==> config.mk <==
export PLATFORM = sky130hd
export DESIGN_NAME = dispatch_queue
export DESIGN_NICKNAME = d
export VERILOG_FILES = /design/src/rtl/dispatch_queue.sv
export SDC_FILE = /design/constraint.sdc
export NUM_CORES = 1
export LEC_CHECK = 0
export BUFFER_PORTS_ARGS = -buffer_cell sky130_fd_sc_hd__buf_2
export CORE_ASPECT_RATIO = 0.5
export CORE_MARGIN = 4
export CORE_UTILIZATION = 50
export CTS_CLUSTER_SIZE = 40
export DETAILED_ROUTE_END_ITERATION = 7
export MAX_ROUTING_LAYER = met4
export PLACE_DENSITY = 0.74
export SYNTH_ARGS = -nofsm -noshare
export SYNTH_HDL_FRONTEND = slang
export SYNTH_SLANG_ARGS = --single-unit
==> constraint.sdc <==
create_clock -name clk_in -period 3.4 [get_ports clk_in]
set_input_delay 0.85 -clock clk_in [delete_from_list [all_inputs] [get_ports clk_in]]
set_output_delay 0.85 -clock clk_in [all_outputs]
set_load 0.02 [all_outputs]
==> src/rtl/dispatch_queue.sv <==
// Dispatch queue: buffers decoded instructions, renames, allocates ROB
// entries and issues resolved operands to the reservation station.
//
// Ports
//   clk_in, rst_in (async, active-low), rdy_in (global enable)
//   dec_*   : decoder beat in, dec_ready_out back-pressure
//   rf_*    : regfile lookup of head sources, rename write of head rd
//   rob_*   : ROB allocation, ready-query of pending source tags
//   cdb_*   : common data bus snoop for same-cycle wakeup
//   flush_in: mispredict flush, empties the queue
//   rs_*    : registered issue bundle to the reservation station
module dispatch_queue #(
  parameter int ROB_W  = 4,
  parameter int DEPTH  = 4,
  parameter int OPC_W  = 6,
  parameter int TYPE_W = 3
) (
  input  logic              clk_in,
  input  logic              rst_in,
  input  logic              rdy_in,

  input  logic              dec_valid_in,
  output logic              dec_ready_out,
  input  logic [TYPE_W-1:0] dec_type_in,
  input  logic [OPC_W-1:0]  dec_op_in,
  input  logic [4:0]        dec_rs1_in,
  input  logic [4:0]        dec_rs2_in,
  input  logic [4:0]        dec_rd_in,
  input  logic [31:0]       dec_imm_in,

  output logic [4:0]        rf_rs1_out,
  output logic [4:0]        rf_rs2_out,
  input  logic              rf_rs1_busy_in,
  input  logic              rf_rs2_busy_in,
  input  logic [31:0]       rf_rs1_val_in,
  input  logic [31:0]       rf_rs2_val_in,
  input  logic [ROB_W-1:0]  rf_rs1_rob_in,
  input  logic [ROB_W-1:0]  rf_rs2_rob_in,
  output logic              rf_rename_out,
  output logic [4:0]        rf_rd_out,
  output logic [ROB_W-1:0]  rf_rob_out,

  input  logic              rob_ready_in,
  input  logic [ROB_W-1:0]  rob_tag_in,
  output logic              rob_alloc_out,
  output logic [TYPE_W-1:0] rob_type_out,
  output logic [31:0]       rob_dest_out,
  output logic [ROB_W-1:0]  rob_q1_out,
  output logic [ROB_W-1:0]  rob_q2_out,
  input  logic              rob_q1_rdy_in,
  input  logic              rob_q2_rdy_in,
  input  logic [31:0]       rob_q1_val_in,
  input  logic [31:0]       rob_q2_val_in,

  input  logic              cdb_valid_in,
  input  logic [ROB_W-1:0]  cdb_tag_in,
  input  logic [31:0]       cdb_val_in,

  input  logic              flush_in,
  input  logic              rs_ready_in,

  output logic              rs_valid_out,
  output logic [OPC_W-1:0]  rs_op_out,
  output logic [31:0]       rs_vj_out,
  output logic [31:0]       rs_vk_out,
  output logic [ROB_W-1:0]  rs_qj_out,
  output logic [ROB_W-1:0]  rs_qk_out,
  output logic              rs_qj_busy_out,
  output logic              rs_qk_busy_out,
  output logic [31:0]       rs_a_out,
  output logic [ROB_W-1:0]  rs_tag_out
);

  localparam int PTR_W = (DEPTH > 1) ? $clog2(DEPTH) : 1;
  localparam int CNT_W = $clog2(DEPTH + 1);
  localparam logic [CNT_W-1:0] FULL = CNT_W'(DEPTH);

  typedef struct packed {
    logic [TYPE_W-1:0] typ;
    logic [OPC_W-1:0]  op;
    logic [4:0]        rs1;
    logic [4:0]        rs2;
    logic [4:0]        rd;
    logic [31:0]       imm;
  } entry_t;

  typedef struct packed {
    logic             busy;
    logic [ROB_W-1:0] q;
    logic [31:0]      v;
  } opnd_t;

  entry_t            mem_q [DEPTH];
  logic [PTR_W-1:0]  head_q, head_d;
  logic [PTR_W-1:0]  tail_q, tail_d;
  logic [CNT_W-1:0]  count_q, count_d;

  entry_t            head_e;
  entry_t            dec_e;
  logic              enq;
  logic              fire;
  opnd_t             op1;
  opnd_t             op2;

  // Priority: x0, regfile, ROB forward, CDB snoop, else still pending.
  function automatic opnd_t resolve(
    input logic [4:0]       idx,
    input logic             busy,
    input logic [31:0]      val,
    input logic [ROB_W-1:0] tag,
    input logic             qrdy,
    input logic [31:0]      qval,
    input logic             cv,
    input logic [ROB_W-1:0] ctag,
    input logic [31:0]      cval
  );
    opnd_t r;
    r = '0;
    if (idx == 5'd0) begin
      r = '0;
    end else if (!busy) begin
      r.v = val;
    end else if (qrdy) begin
      r.v = qval;
    end else if (cv && (ctag == tag)) begin
      r.v = cval;
    end else begin
      r.busy = 1'b1;
      r.q    = tag;
    end
    return r;
  endfunction

  assign head_e = mem_q[head_q];

  always_comb begin
    dec_e     = '0;
    dec_e.typ = dec_type_in;
    dec_e.op  = dec_op_in;
    dec_e.rs1 = dec_rs1_in;
    dec_e.rs2 = dec_rs2_in;
    dec_e.rd  = dec_rd_in;
    dec_e.imm = dec_imm_in;
  end

  assign dec_ready_out = (count_q != FULL);

  assign enq  = dec_valid_in & dec_ready_out
              & rdy_in & ~flush_in;
  assign fire = (count_q != '0) & rob_ready_in
              & rs_ready_in & rdy_in & ~flush_in;

  assign rf_rs1_out    = head_e.rs1;
  assign rf_rs2_out    = head_e.rs2;
  assign rf_rename_out = fire & (head_e.rd != 5'd0);
  assign rf_rd_out     = head_e.rd;
  assign rf_rob_out    = rob_tag_in;
  assign rob_alloc_out = fire;
  assign rob_type_out  = head_e.typ;
  assign rob_dest_out  = {27'd0, head_e.rd};
  assign rob_q1_out    = rf_rs1_rob_in;
  assign rob_q2_out    = rf_rs2_rob_in;

  always_comb begin
    op1 = resolve(head_e.rs1, rf_rs1_busy_in,
                  rf_rs1_val_in, rf_rs1_rob_in,
                  rob_q1_rdy_in, rob_q1_val_in,
                  cdb_valid_in, cdb_tag_in, cdb_val_in);
    op2 = resolve(head_e.rs2, rf_rs2_busy_in,
                  rf_rs2_val_in, rf_rs2_rob_in,
                  rob_q2_rdy_in, rob_q2_val_in,
                  cdb_valid_in, cdb_tag_in, cdb_val_in);
  end

  always_comb begin
    head_d  = head_q;
    tail_d  = tail_q;
    count_d = count_q;
    if (enq) tail_d = tail_q + PTR_W'(1);
    if (fire) head_d = head_q + PTR_W'(1);
    unique case ({enq, fire})
      2'b10:   count_d = count_q + CNT_W'(1);
      2'b01:   count_d = count_q - CNT_W'(1);
      default: count_d = count_q;
    endcase
  end

  always_ff @(posedge clk_in or negedge rst_in) begin
    if (!rst_in) begin
      for (int i = 0; i < DEPTH; i++) mem_q[i] <= '0;
    end else if (enq) begin
      mem_q[tail_q] <= dec_e;
    end
  end

  always_ff @(posedge clk_in or negedge rst_in) begin
    if (!rst_in) begin
      head_q         <= '0;
      tail_q         <= '0;
      count_q        <= '0;
      rs_valid_out   <= 1'b0;
      rs_op_out      <= '0;
      rs_vj_out      <= '0;
      rs_vk_out      <= '0;
      rs_qj_out      <= '0;
      rs_qk_out      <= '0;
      rs_qj_busy_out <= 1'b0;
      rs_qk_busy_out <= 1'b0;
      rs_a_out       <= '0;
      rs_tag_out     <= '0;
    end else if (rdy_in) begin
      if (flush_in) begin
        head_q       <= '0;
        tail_q       <= '0;
        count_q      <= '0;
        rs_valid_out <= 1'b0;
      end else begin
        head_q       <= head_d;
        tail_q       <= tail_d;
        count_q      <= count_d;
        // Issue is a one-cycle pulse; data fields hold between issues.
        rs_valid_out <= fire;
        if (fire) begin
          rs_op_out      <= head_e.op;
          rs_vj_out      <= op1.v;
          rs_vk_out      <= op2.v;
          rs_qj_out      <= op1.q;
          rs_qk_out      <= op2.q;
          rs_qj_busy_out <= op1.busy;
          rs_qk_busy_out <= op2.busy;
          rs_a_out       <= head_e.imm;
          rs_tag_out     <= rob_tag_in;
        end
      end
    end
  end

endmodule

==> results of run 1 <==
layer usage:
layer,vias to the layer above,global-route usage (%),routed length (um)
li1,5637,-,-
met3,109,4.50,3100
met5,-,-,0
met2,481,43.5,24000
met4,0,9.04,1700
met1,6399,33.1,19500
layout make-up:
type,count,area (um2)
Clock buffer,47,970
Multi-Input combinational cell,911,7380
Sequential cell,348,8710
Fill cell,2728,13100
Inverter,5,18.8
Clock inverter,12,189
Antenna cell,9,22.5
Tap cell,441,552
Timing Repair Buffer,434,2380
how the worst max path moves through the flow:
stage | from | endpoint | slack [ns] | depth (start not counted)
finish | head_q[0]$_DFFE_PN0P_ | rf_rename_out | 0.18 | 4
global placement | rdy_in | count_q[2]$_DFFE_PN0P_ | 0.43 | 8
global route | head_q[0]$_DFFE_PN0P_ | rf_rename_out | 0.06 | 4
detailed placement | rdy_in | count_q[2]$_DFFE_PN0P_ | 0.34 | 8
floorplan | rdy_in | count_q[2]$_DFFE_PN0P_ | 0.14 | 11
CTS | head_q[0]$_DFFE_PN0P_ | rf_rename_out | 0.13 | 4
cell usage in the layout (no fill, tap or decap), types with 5 or more instances in the layout:
cell type / synthesis / final
dfrtp_1: 348 / 346
and3_1: 6 / 6
clkbuf_8: 0 / 7
nor2_1: 74 / 74
xnor2_1: 8 / 8
a21boi_0: 7 / 7
o31ai_1: 38 / 38
buf_12: 1 / 9
mux4_2: 54 / 54
conb_1: 1 / 27
buf_2: 27 / 397
clkbuf_1: 53 / 6
buf_4: 83 / 27
o311ai_0: 28 / 28
mux2_1: 160 / 160
a32o_1: 41 / 41
o311a_1: 28 / 28
nand2b_1: 63 / 63
diode_2: 0 / 9
clkbuf_16: 0 / 34
nand2_1: 229 / 225
o21ai_0: 33 / 33
clkinv_2: 0 / 5
mux2_2: 66 / 66
stage by stage:
stage / setup WS [ns] / cell area [um2] / cells / hold WS [ns] / total power, mW
floorplan: 0.142 / 17100 / 1438 / 0.456 / 10.3
global placement: 0.431 / 19100 / 2139 / 0.453 / 11.7
detailed placement: 0.341 / 19100 / 2139 / 0.457 / 11.9
CTS: 0.128 / 20200 / 2198 / 0.295 / 15.9
global route: 0.0630 / 20200 / 2206 / 0.317 / 16.7
finish: 0.176 / 20200 / 2207 / 0.298 / 15.8
registers in the layout, summed over array words and instances (netlist names), 2 cells and up:
| register | flops |
|---|---|
| count_q | 3 |
| head_q | 2 |
| mem_q | 224 |
| rs_a_out | 32 |
| rs_op_out | 6 |
| rs_qj_out | 4 |
| rs_qk_out | 4 |
| rs_tag_out | 4 |
| rs_vj_out | 32 |
| rs_vk_out | 32 |
| tail_q | 2 |
worst max-delay path: cells and delay by family, from the launching register on:
| family | cells | cell delay (ns) |
|---|---|---|
| mux | 1 | 0.66 |
| buf+inv | 1 | 0.18 |
| simple gates | 1 | 0.25 |
| compound gates | 1 | 0.11 |
| flops | 1 | 0.65 |
kinds of logic after synthesis:
| kind of cell | count (synthesis) | synth area share [%] |
|---|---|---|
| simple gates | 393 | 10.0 |
| flops | 348 | 51.1 |
| buf+inv | 179 | 6.24 |
| other cells | 1 | 0.0220 |
| compound gates | 196 | 9.41 |
| mux | 282 | 22.4 |
| fa+ha+maj | 5 | 0.411 |
| xor+xnor | 8 | 0.411 |
report_power, final:
part	switching (mW)	total (mW)	leakage (nW)	internal (mW)
Combinational	2.82	5.12	4.87	2.30
Sequential	0.878	6.70	4.49	5.82
Clock	1.66	3.97	0.569	2.32
==> qor.yml, run 1 <==
status: "complete, no violations"
initial_core_util_pct: 51.1
io_pins: 426
fmax_mhz: 310
cts_hold_buf: 0
worstReg2RegEnd: "count_q[2]$_DFFE_PN0P_"
synth_area_um2: 17000
clk_root_buffer_cell: "clkbuf_16"
first_pass_iters: 5
path_class: "flop to output port"
final-hold-violation-count: 0
worstPathArrival_ns: 2.37
via_count: 12600
gp_congestion: 0.963
clkSinkCount: 348
area_growth_pct: 18.7
layout.nets: 1983
max_cap_viol_count: 0
crit_path_end_kind: "output port"
yosys_warnings: 0
setup-tns-final_ns: 0
regToRegSetupSlack_ns: 0.62
crit_chain: "mux4_1, nor3_1, a21oi_1, buf_2"
critPathMaxFanout: 16
yosys-top-cells-area: "dfrtp_1 51%, mux2_1 11%, mux4_2 7.1%"
slew_viol_final: 0
min-delay-path-class: "input pin to asynchronous set/reset pin"
io_buffer_count: 398
grt_use_total_pct: 26.3
yosys_most_used_dff: "dfrtp_1"
core-area_um2: 33300
syn_inst: 1412
required_ns: 2.55
cp_slowest_cell: "mux4_1"
fin_util_pct: 60.7
grt_max_degree: 73
drc: 0
worstSetupStartpointType: "flop"
insertion_delay_ns: 0.54
total_leakage_power_nw: 9.94
ys_top_cells_by_count: "348 x dfrtp_1, 229 x nand2_1, 160 x mux2_1"
async_flop_share_pct: 100
overflow: 0
wl_um: 48300
drtIter0Drc: 1048
cts_setup_buffers: 0
avgSynthCellArea_um2: 12.1
finalSetupViolCount: 0
clkTransAtPathRegs_ns: 0.06
synth_top_area_share_pct: 51.1
die-area_um2: 37300
std_cell_rows: 47
yosysTopAreaCell: "dfrtp_1"
die_w_um: 269
hpwlAfterDp_um: 33100
grt_pass1_wl_um: 75100
skew_ns: 0.0240
rr_startpoint: "count_q[0]$_DFFE_PN0P_"
cts.repair.resized: 0
synth_edf_count: 0
slew_headroom_pct: 54.1
period_minus_slack_ns: 3.22
h-tree-depth: 2
die_h_um: 139
worst_pin_slew_ns: 0.688
rsz0062_at_grt: "false"
first_global_vias: 13100
max_stage_delay_ns: 0.66
reg2reg_depth: 7
powerDensity_nw_per_um2: 781
cts_buffers: 34
cts_buffer_depth: 3
synth.distinct_cells: 52
ir_worst_vdd_uv: 385
via_per_inst: 5.72
drive_above_1_share_pct: 35.3
drtAntennaViolNets: 0
tritoncts: "built"
ys_seq_elements: 348
yosysSeqAreaShare_pct: 51.1
yosysMostFrequentCell: "dfrtp_1"
wire_per_inst_um: 21.9
min_period_over_period_pct: 94.8
antenna_found_initial: 9
Power figures use the tool's default switching activity.
==> run 2, diff against run 1 <==
CORE_UTILIZATION = 54   (was 50)
PLACE_DENSITY = 0.79   (was 0.74)
==> run 2 against run 1 <==
  * Maximum frequency shrank 0.62%
  * Clock-buffer cell count down 4
  * Utilization up 4.9 points
  * Combinational power grew 1%
  * Sequential cell count did not move
  * Clock skew rose by 0.0052 ns
  * Sequential power is 1% higher
  * Sequential share of layout area increased by 0.24 points
==> qor.yml, run 2 (synthesis results as in run 1) <==
hpwlAfterDp_um: 33700
cts.repair.resized: 0
via_count: 12600
layout.nets: 1975
worstReg2RegEnd: "count_q[2]$_DFFE_PN0P_"
io_buffer_count: 398
setup-tns-final_ns: 0
grt_use_total_pct: 28.2
final_common_cell: "buf_2"
ir_worst_vdd_uv: 450
place_inst: 2117
first_pass_iters: 5
min_period_over_period_pct: 95.4
pre_cts_slack_ns: 0.460
drive_above_1_share_pct: 35.1
setup_slack_ns: 0.156
fillers: 2277
finalPower_mw: 15.7
via_per_inst: 5.80
regToRegSetupSlack_ns: 0.74
critPathMaxFanout: 22
tritoncts: "built"
gp_congestion: 0.962
h-tree-depth: 1
grt_max_degree: 141
finalSetupViolCount: 0
clk_root_buffer_cell: "clkbuf_16"
worstSetupStartpoint: "head_q[0]$_DFFE_PN0P_"
final-hold-violation-count: 0
rr_startpoint: "count_q[0]$_DFFE_PN0P_"
drtAntennaViolNets: 0
slew_headroom_pct: 35.4
area_growth_pct: 18.1
drtIter0Drc: 1085
cts_hold_buf: 0
largest_reg_flops: 224
fmax_mhz: 308
postLayoutCellArea_um2: 20100
insertion_delay_ns: 0.59
rsz0062_at_grt: "false"
clkSinkCount: 348
drc: 0
core-area_um2: 30700
cts_buffer_depth: 3
worstPathArrival_ns: 2.39
overflow: 0
top_register: "mem_q"
cp_num_cells: 4
worstSetupStartpointType: "flop"
die_h_um: 134
clkTransAtPathRegs_ns: 0.07
cts_buffers: 30
place_area_um2: 19000
final_cell_mix: "397 x buf_2, 346 x dfrtp_1, 225 x nand2_1, 160 x mux2_1, 74 x nor2_1"
die-area_um2: 34600
min-delay-path-class: "input pin to asynchronous set/reset pin"
cts_setup_buffers: 0
period_minus_slack_ns: 3.24
max_cap_viol_count: 0
path_buf_inv: 1
antenna_found_initial: 3
total_leakage_power_nw: 9.89
status: "complete, no violations"
initial_core_util_pct: 55.5
worst_pin_slew_ns: 0.969
crit_chain: "mux4_1, nor3_1, a21oi_1, buf_2"
path_delay_family: "flip-flops"
first_global_vias: 12700
powerDensity_nw_per_um2: 782
crit_path_end_kind: "output port"
grt_pass1_wl_um: 74300
wire_per_inst_um: 22.6
max_stage_delay_ns: 0.72
std_cell_rows: 45
skew_ns: 0.0292
slew_viol_final: 0
required_ns: 2.55
reg2reg_depth: 7
final_cells: 2175
cp_slowest_cell: "dfrtp_4"
path_class: "flop to output port"
wl_um: 49200
io_pins: 426
die_w_um: 259
[run 2: stage by stage]
step           hold slack (ns)  util [%]
2_1_floorplan            0.456         -
3_3_place_gp             0.453      62.0
3_5_place_dp             0.458      62.0
4_1_cts                  0.246      65.5
5_1_grt                  0.252      65.6
6_report                 0.234      65.6
[run 2: power by group]
group	internal [mW]	leakage, nW	switching (mW)	total (mW)
sequential	5.82	4.49	0.956	6.78
clock	2.21	0.541	1.58	3.78
combinational	2.31	4.86	2.87	5.18
[run 2: routing by layer]
layer  part of all wire, %  global-route usage (%)
met2                    51                    47.0
met3                   5.3                    3.57
met4                   3.6                    8.86
met5                     0                       -
met1                    41                    36.5
[run 2: worst max path at each step]
stage,end,slack (ns)
finish,rf_rename_out,0.16
global route,rf_rename_out,0.009
CTS,rf_rename_out,0.12
detailed placement,count_q[2]$_DFFE_PN0P_,0.46
global placement,rf_rename_out,0.50
floorplan,count_q[2]$_DFFE_PN0P_,0.14
[run 2: worst register-to-register path: stages, from the launching register on]
cell and delay, ns:
dfrtp_1 0.44, nor3_1 0.45, or3_4 0.36, a21oi_1 0.09, fa_1 0.42, a2111oi_2 0.34
a2111oi_0 0.12, a311o_1 0.33
[run 2: final cells by class]
class	instances	area, um2	share of cell area, %
well taps	423	529	2.63
flip-flops and latches	348	8710	43.3
clock inverters	12	213	1.06
repair buffers	430	2370	11.8
multi-input cells	911	7380	36.7
inverters	5	18.8	0.0933
diodes	3	7.51	0.0373
clock buffers	43	890	4.42
==> run 3, diff against run 2 <==
CORE_MARGIN = 1.5   (was 4)
==> run 3 against run 2 <==
  * Combinational power about the same
  * Sequential power is essentially flat
  * First-iteration DRC count decreased by 0.92%
  * Power barely moved
  * Sequential cell count did not move
  * Cell area increased by 0.29%
  * Sequential share of layout area is 0.12 points lower
  * Clock-buffer cell count grew 6
  * Non-clock buffer count is 1 lower
  * Clock power up 1%
  * Routed wire length fell by 3.2%
==> qor.yml, run 3 (synthesis results as in run 1) <==
via_per_inst: 5.84
overflow: 0
std_cell_rows: 45
drtAntennaViolNets: 0
path_class: "flop to output port"
hpwlAfterDp_um: 32400
cts_buffer_depth: 3
io_buffer_count: 398
final_common_cell: "buf_2"
top_register: "mem_q"
crit_path_end_kind: "output port"
required_ns: 2.55
status: "complete, no violations"
rr_startpoint: "head_q[0]$_DFFE_PN0P_"
finalSetupViolCount: 0
critPathMaxFanout: 17
clkSinkCount: 348
slew_viol_final: 0
area_growth_pct: 18.4
first_pass_iters: 5
fillers: 2337
worstReg2RegEnd: "rs_vk_out[3]$_DFFE_PN0P_"
largest_reg_flops: 224
grt_pass1_wl_um: 71600
drc: 0
antenna_found_initial: 9
clkTransAtPathRegs_ns: 0.06
first_global_vias: 12700
cts_hold_buf: 0
die_h_um: 129
cts_setup_buffers: 0
powerDensity_nw_per_um2: 780
cts_buffers: 31
rsz0062_at_grt: "false"
max_cap_viol_count: 0
final-seq-area_um2: 8710
grt_max_degree: 90
worst_pin_slew_ns: 0.948
multi_input_comb_area_um2: 7380
setup_slack_ns: 0.184
die_w_um: 254
slew_headroom_pct: 36.8
wl_um: 47600
final_cell_mix: "397 x buf_2, 346 x dfrtp_1, 225 x nand2_1, 160 x mux2_1, 74 x nor2_1"
pre_cts_slack_ns: 0.493
drtIter0Drc: 1075
gp_congestion: 0.920
setup-tns-final_ns: 0
fmax_mhz: 311
tritoncts: "built"
clk_root_buffer_cell: "clkbuf_16"
final-hold-violation-count: 0
worstPathArrival_ns: 2.37
total_leakage_power_nw: 9.91
initial_core_util_pct: 55.5
wire_per_inst_um: 21.8
core-area_um2: 30700
via_count: 12800
min_period_over_period_pct: 94.6
die-area_um2: 32700
timing.hold.ws_ns: 0.190
min-delay-path-class: "input pin to asynchronous set/reset pin"
regToRegSetupSlack_ns: 0.74
io_pins: 426
drive_above_1_share_pct: 35.0
worstSetupStartpointType: "flop"
grt_use_total_pct: 29.4
ir_worst_vdd_uv: 554
layout.nets: 1975
h-tree-depth: 1
insertion_delay_ns: 0.59
reg2reg_depth: 5
skew_ns: 0.0203
period_minus_slack_ns: 3.22
cts.repair.resized: 0
[run 3: power breakdown]
group / leakage, nW / total, mW / internal, mW / switching, mW
combinational: 4.87 / 5.17 / 2.31 / 2.85
sequential: 4.49 / 6.76 / 5.82 / 0.932
clock: 0.552 / 3.82 / 2.23 / 1.59
total: 9.91 / 15.7 / 10.4 / 5.37
[run 3: layer usage]
layer	GRT usage [%]	up-vias	routed length, um
met1	36.7	6510	19200
met5	-	-	0
met3	4.51	126	2560
li1	-	5608	-
met4	12.3	0	1930
met2	48.4	509	23900
[run 3: layout make-up]
| class | instances | share of cell area [%] |
|---|---|---|
| timing repair buffer | 429 | 11.9 |
| tap | 423 | 2.62 |
| clock inverter | 9 | 0.812 |
| multi-input combinational | 911 | 36.6 |
| antenna | 8 | 0.0992 |
| sequential | 348 | 43.2 |
| clock buffer | 49 | 4.72 |
| inverter | 5 | 0.0930 |
[run 3: worst max path at each step]
stage	end	cells after the start	slack [ns]	from
4_1_cts	rf_rs2_out[4]	3	0.12	head_q[0]$_DFFE_PN0P_
3_3_place_gp	rf_rename_out	5	0.53	rdy_in
2_1_floorplan	count_q[2]$_DFFE_PN0P_	11	0.14	rdy_in
6_report	rf_rename_out	4	0.18	head_q[0]$_DFFE_PN0P_
5_1_grt	rf_rename_out	4	0.02	head_q[0]$_DFFE_PN0P_
3_5_place_dp	count_q[2]$_DFFE_PN0P_	8	0.49	rdy_in
[run 3: worst max-delay path, stage by stage, from the launching register on]
cell     delay [ns]
dfrtp_4        0.65
mux4_1         0.68
nor3_1         0.21
a21oi_1        0.08
buf_2          0.16
[run 3: metrics by stage]
| stage | power [mW] | instances | utilization, % | instance area (um2) |
|---|---|---|---|---|
| 2_1_floorplan | 10.3 | 1438 | - | 17100 |
| 3_3_place_gp | 11.7 | 2116 | 62.1 | 19000 |
| 3_5_place_dp | 12.0 | 2116 | 62.1 | 19000 |
| 4_1_cts | 15.8 | 2174 | 65.7 | 20200 |
| 5_1_grt | 16.5 | 2182 | 65.8 | 20200 |
| 6_report | 15.7 | 2182 | 65.8 | 20200 |
